--- src/rtl/multicycle_control.sv ---
// Multi-cycle control FSM sequencing FETCH/DECODE/EXECUTE/MEM/WB/HALT, with a data-memory wait timeout.
// Define PERF_COUNT_EN to build the retired-instruction counter; otherwise instr_count is tied to 0.
module multicycle_control #(
  parameter int TMO_W       = 4,
  parameter int MEM_TIMEOUT = 15
) (
  input  logic        clk,
  input  logic        rst,
  input  logic [3:0]  opcode,
  input  logic [3:0]  fncode,
  input  logic        imem_ready,
  input  logic        dmem_ready,
  input  logic        alu_zero,
  input  logic        resume,
  output logic        imem_req,
  output logic        ir_write,
  output logic        pc_write,
  output logic [1:0]  pc_src,
  output logic [3:0]  alu_op,
  output logic [1:0]  alu_src,
  output logic        dmem_req,
  output logic        dmem_we,
  output logic        reg_write,
  output logic        mem_to_reg,
  output logic        illegal_op,
  output logic        mem_err,
  output logic        halted,
  output logic [2:0]  state,
  output logic [31:0] instr_count
);

  typedef enum logic [2:0] {
    S_FETCH   = 3'd0,
    S_DECODE  = 3'd1,
    S_EXECUTE = 3'd2,
    S_MEM     = 3'd3,
    S_WB      = 3'd4,
    S_HALT    = 3'd5
  } state_t;

  localparam logic [3:0] OP_ALU   = 4'h0;
  localparam logic [3:0] OP_ALUI  = 4'h1;
  localparam logic [3:0] OP_SHIFT = 4'h2;
  localparam logic [3:0] OP_LOAD  = 4'h3;
  localparam logic [3:0] OP_STORE = 4'h4;
  localparam logic [3:0] OP_BZ    = 4'h5;
  localparam logic [3:0] OP_BNZ   = 4'h6;
  localparam logic [3:0] OP_JUMP  = 4'h7;
  localparam logic [3:0] OP_HALT  = 4'hF;

  localparam logic [TMO_W-1:0] TMO_LIMIT = TMO_W'(MEM_TIMEOUT);

  state_t           r_state;
  state_t           w_next_state;
  logic [3:0]       r_op_q;
  logic [3:0]       r_fn_q;
  logic [TMO_W-1:0] r_tmo_cnt;
  logic             w_tmo_hit;
  logic             w_branch_taken;

  // A ready arriving on the limit cycle is a success, so only a silent limit cycle aborts.
  assign w_tmo_hit      = (r_tmo_cnt == TMO_LIMIT) && !dmem_ready;
  assign w_branch_taken = ((r_op_q == OP_BZ) && alu_zero) || ((r_op_q == OP_BNZ) && !alu_zero);

  // NOTE: state registers use non-blocking assignments so every flop samples pre-edge values.
  always_ff @(posedge clk) begin
    if (rst) begin
      r_state   <= S_FETCH;
      r_op_q    <= '0;
      r_fn_q    <= '0;
      r_tmo_cnt <= '0;
    end else begin
      r_state <= w_next_state;
      if (r_state == S_DECODE) begin
        r_op_q <= opcode;
        r_fn_q <= fncode;
      end
      if (r_state != S_MEM) begin
        r_tmo_cnt <= '0;
      end else if (!dmem_ready && (r_tmo_cnt != TMO_LIMIT)) begin
        r_tmo_cnt <= r_tmo_cnt + 1'b1;
      end
    end
  end

  always_comb begin
    // NOTE: every signal written here gets a default first so no path can infer a latch.
    w_next_state = r_state;
    case (r_state)
      S_FETCH:   if (imem_ready) w_next_state = S_DECODE;
      S_DECODE: begin
        case (opcode)
          OP_HALT: w_next_state = S_HALT;
          OP_ALU, OP_ALUI, OP_SHIFT, OP_LOAD, OP_STORE, OP_BZ, OP_BNZ, OP_JUMP:
                   w_next_state = S_EXECUTE;
          default: w_next_state = S_FETCH;
        endcase
      end
      S_EXECUTE: begin
        case (r_op_q)
          OP_ALU, OP_ALUI, OP_SHIFT: w_next_state = S_WB;
          OP_LOAD, OP_STORE:         w_next_state = S_MEM;
          default:                   w_next_state = S_FETCH;
        endcase
      end
      S_MEM: begin
        if (dmem_ready)     w_next_state = (r_op_q == OP_LOAD) ? S_WB : S_FETCH;
        else if (w_tmo_hit) w_next_state = S_FETCH;
      end
      S_WB:      w_next_state = S_FETCH;
      S_HALT:    if (resume) w_next_state = S_FETCH;
      default:   w_next_state = S_FETCH;
    endcase
  end

  // Outputs are forced low while rst is high so in-flight requests drop in the reset cycle itself.
  always_comb begin
    imem_req   = 1'b0;
    ir_write   = 1'b0;
    pc_write   = 1'b0;
    pc_src     = 2'd0;
    alu_op     = 4'd0;
    alu_src    = 2'd0;
    dmem_req   = 1'b0;
    dmem_we    = 1'b0;
    reg_write  = 1'b0;
    mem_to_reg = 1'b0;
    illegal_op = 1'b0;
    mem_err    = 1'b0;
    halted     = 1'b0;
    state      = 3'd0;
    if (!rst) begin
      state = r_state;
      case (r_state)
        S_FETCH: begin
          imem_req = 1'b1;
          ir_write = imem_ready;
          pc_write = imem_ready;
        end
        S_DECODE:  illegal_op = (opcode >= 4'h8) && (opcode <= 4'hE);
        S_EXECUTE: begin
          case (r_op_q)
            OP_ALU:            alu_op  = r_fn_q;
            OP_ALUI:           alu_src = 2'd1;
            OP_SHIFT: begin
              alu_op  = r_fn_q;
              alu_src = 2'd2;
            end
            OP_LOAD, OP_STORE: alu_src = 2'd1;
            OP_BZ, OP_BNZ: begin
              alu_op = 4'd1;
              if (w_branch_taken) begin
                pc_write = 1'b1;
                pc_src   = 2'd1;
              end
            end
            OP_JUMP: begin
              pc_write = 1'b1;
              pc_src   = 2'd2;
            end
            default: ;
          endcase
        end
        S_MEM: begin
          dmem_req = 1'b1;
          dmem_we  = (r_op_q == OP_STORE);
          alu_src  = 2'd1;
          mem_err  = w_tmo_hit;
        end
        S_WB: begin
          reg_write  = 1'b1;
          mem_to_reg = (r_op_q == OP_LOAD);
        end
        S_HALT:  halted = 1'b1;
        default: ;
      endcase
    end
  end

`ifdef PERF_COUNT_EN
  logic [31:0] r_instr_count;
  logic        w_retire;

  // Retirement points: WB exit, successful STORE, and any branch/jump leaving EXECUTE.
  assign w_retire = (r_state == S_WB)
                 || ((r_state == S_MEM) && (r_op_q == OP_STORE) && dmem_ready)
                 || ((r_state == S_EXECUTE) && ((r_op_q == OP_BZ) || (r_op_q == OP_BNZ) || (r_op_q == OP_JUMP)));

  always_ff @(posedge clk) begin
    if (rst)           r_instr_count <= '0;
    else if (w_retire) r_instr_count <= r_instr_count + 32'd1;
  end

  assign instr_count = rst ? 32'd0 : r_instr_count;
`else
  assign instr_count = 32'd0;
`endif

endmodule
--- config.mk ---
export PLATFORM = sky130hd
export DESIGN_NAME = multicycle_control
export DESIGN_NICKNAME = d
export VERILOG_FILES = /design/src/rtl/multicycle_control.sv
export SDC_FILE = /design/constraint.sdc
export NUM_CORES = 1
export LEC_CHECK = 0
export BUFFER_PORTS_ARGS = -buffer_cell sky130_fd_sc_hd__clkbuf_2
export CORE_MARGIN = 3
export CORE_UTILIZATION = 44
export DETAILED_ROUTE_END_ITERATION = 12
export PLACE_DENSITY = 0.8
export SYNTH_ARGS = -nofsm -noshare
export SYNTH_HDL_FRONTEND = slang
export SYNTH_SLANG_ARGS = --single-unit
--- constraint.sdc ---
create_clock -name clk -period 2.3 [get_ports clk]
set_clock_uncertainty 0.1 [all_clocks]
set_input_delay 0 -clock clk [delete_from_list [all_inputs] [get_ports clk]]
set_output_delay 0 -clock clk [all_outputs]
set_load 0.01 [all_outputs]
==> summary.md <==
| Metric | Value |
|---|---|
| Unrepaired setup endpoints after global routing | no |
| Setup TNS | 0 ns |
| Final setup viols | 0 |
| Fin crit period | 2.10 ns |
| Synthesized flop and latch total | 15 |
| Slew @ Worst Pin | ~0.66 ns |
| Multi-input combinational cell area | around 700 sq um |
| Cells after synthesis | 158 |
| Util after Layout | 53.5% |
| # port buffers | 34 |
| Yosys warns | 0 |
| Area Growth Syn to Fin | 13.7% |
| Clk sinks | 15 |
| Via/cell ratio | 4.74 |
| Max cap viols | 0 |
| Leakage | ~0.00062 uW |
| DRC errors left | 0 |
| Post-CTS Setup Inserts | 0 |
| Slew HR | between 50% and 60% |
| Max VDD drop | approximately 0.38 mV |
| Filler cell count | between 200 and 300 |
| Post-DRT Antenna Nets | 0 |
| CTS Buffer Depth | 2 |
| Fin. Hold Viols | 0 |
| 1st-iter DRT viols | 29 |
| CTS buffer count | 3 |
| Wire length per cell | between 10 and 15 um |
| Worst-path clk slew | 0.09 ns |
| FMAX | about 0.48 GHz |
| Seq/Total Area, Yosys | 25.3% |
| Seq. cell area | 300 sq um |
| Status | completed |
| I/O Pins | between 60 and 70 |
| Average size of a mapped cell | 7.52 sq um |
| Synth cell types | 42 |
| Number of global-route vias before repair | 903 |
| Share of cells above drive strength 1 | 23.0% |
| Largest net degree at the start of global routing | 18 |
| CTS tree | yes |
| Slew Limit Fails | 0 |
| ANT cells | 0 |
| Worst EP required | approximately 2.2 ns |
| Die area | 3360 sq um |
| Worst-path fanout max | 16 |
| Commonest cells after routing, fill and taps aside | clkbuf_2 (34), conb_1 (32), nand2_1 (17) |
| Clock root buffer | clkbuf_4 |
| PostCTS Resize Cnt | 0 |
| Starting density of the core | between 40% and 50% |
| H-tree levels | 1 |
| Final GP Congestion | 0.813 |
| Hpwl dp | 1870 um |
| TritonRoute pass-1 iters | 4 |
| Worst skew pair latency | 0.27 ns |
| Pwr/cell area | between 500 and 600 nW/um^2 |
| Hold Path Class | primary input to register |
| Crit path DAT | around 2.0 ns |
| Rows | 18 |
| Tcrit/Tclk final | 91.5% |
| NumNets Final | 212 |
| GRT Total Usage | around 14% |
| CP Launch Type | register |
| Congestion Overflow GR | 0 |
| Die X | 58.0 um |
| Most common cell after layout, fill and taps aside | clkbuf_2 |
| Antenna violations before repair | 0 |
| First-pass GRT wire length | 3800 um |
| Core area | 2520 sq um |
| Post-Syn Area | between 1000 and 1500 sq um |
| Critical Path Sink Type | output pin |
| Die height | just under 60 um |
| Final wirelength | 2440 um |
| Crit path kind | register to output pin |
| Routed via count | 1071 |
-- synthesized netlist by cell type --
library cell  number  area [sq um]
conb_1             1          3.75
clkbuf_1           7          26.3
xor2_1             1          8.76
or2b_1             1          7.51
mux2i_1            2          20.0
nor2_1            13          48.8
ha_1               1          12.5
o32ai_1            2          17.5
nor4_1             4          25.0
nor2b_1            2          12.5
nand4bb_1          1          11.3
o21ai_0            1          5.00
o21a_1             1          7.51
nand2b_1           3          18.8
inv_1              5          18.8
o311ai_0           1          8.76
or3_1              2          12.5
a21oi_1           11          55.1
buf_6              1          11.3
nor3_1             6          30.0
o22ai_1            1          6.26
a211oi_1           1          7.51
nand2_1           17          63.8
or3b_4             1          11.3
a311oi_1           1          8.76
a21oi_2            1          8.76
nand3_1            2          10.0
nand3b_1           2          15.0
a31oi_1            1          6.26
dfxtp_1           15           300
nand4_1            2          12.5
and2_1             5          31.3
nor3b_1            1          7.51
or3b_2             1          8.76
xnor2_1            1          8.76
a2111oi_2          1          15.0
or3b_1             1          8.76
or3_4              2          22.5
nor2_2             1          6.26
nor4b_1            1          8.76
nor4bb_1           1          10.0
buf_4             33           248
-- through the flow --
stage                     cells  instance area, sq um  hold WS, ns  power (uW)  setup slack [ns]
after floorplan             189                  1300       0.0165         543             0.683
after global placement      213                  1230        0.126         552             0.569
after detailed placement    213                  1230        0.128         556             0.530
after CTS                   226                  1350       0.0172         710             0.229
after global routing        226                  1350       0.0347         759           0.00432
final                       226                  1350       0.0218         710             0.196
-- layout make-up --
type,count,share of cell area (%)
inverter,5,1.39
tap,30,2.78
sequential,15,22.2
multi-input combinational,128,51.8
timing repair buffer,44,19.8
clock buffer,4,1.95
-- what timing repair did --
| item | 4_1_cts | 5_1_grt |
|---|---|---|
| endpoints found under the hold margin | 10 | 0 |
| endpoints found under the setup margin | 0 | 0 |
| hold buffers | 9 | 0 |
-- registers in the layout (all words and copies together), names as in the netlist --
signal     count
r_tmo_cnt      4
r_state        3
r_fn_q         4
r_op_q         4
-- kinds of logic (layout without fill, tap and decap cells) --
kind of cell    after synthesis  after routing  synth area share [%]
compound gates               22             22                  12.3
xor+xnor                      2              2                  1.48
fa+ha+maj                     1              1                  1.05
buf+inv                      46             53                  25.6
flops                        15             15                  25.3
mux                           2              2                  1.69
other cells                   1             32                 0.316
simple gates                 69             69                  32.2
-- critical path, stage by stage (launching register included) --
cell	delay [ns]
dfxtp_1	0.63
inv_1	0.21
or3_1	0.53
nor3_1	0.20
clkbuf_2	0.17
-- power by group --
| part | switching, uW | internal [uW] | total, uW | leakage, uW |
|---|---|---|---|---|
| clock network | 79.1 | 67.0 | 146 | 0.0000150 |
| registers | 47.1 | 285 | 332 | 0.000122 |
| logic | 131 | 100 | 231 | 0.000484 |
| total | 257 | 453 | 710 | 0.000621 |
-- path summary, 6_finish.rpt --
check	slack, ns	from	to	cells after the start
min	0.02	dmem_ready	r_tmo_cnt[2]$_SDFFE_PN0P_	4
max reg2reg	0.50	r_tmo_cnt[0]$_SDFFE_PN0P_	r_state[0]$_SDFFE_PP0P_	5
min reg2reg	0.36	r_fn_q[2]$_SDFFE_PP0N_	r_fn_q[2]$_SDFFE_PP0N_	2
max	0.20	r_state[0]$_SDFFE_PP0P_	dmem_we	4
-- metal layers --
layer	track usage (%)	vias to the layer above	part of all wire [%]
li1	-	558	-
met1	20.2	454	45
met2	21.8	55	45
met3	1.56	4	9.1
met4	4.64	0	1.4
met5	0	-	0
Note: power is estimated with default switching activity, not from simulation.
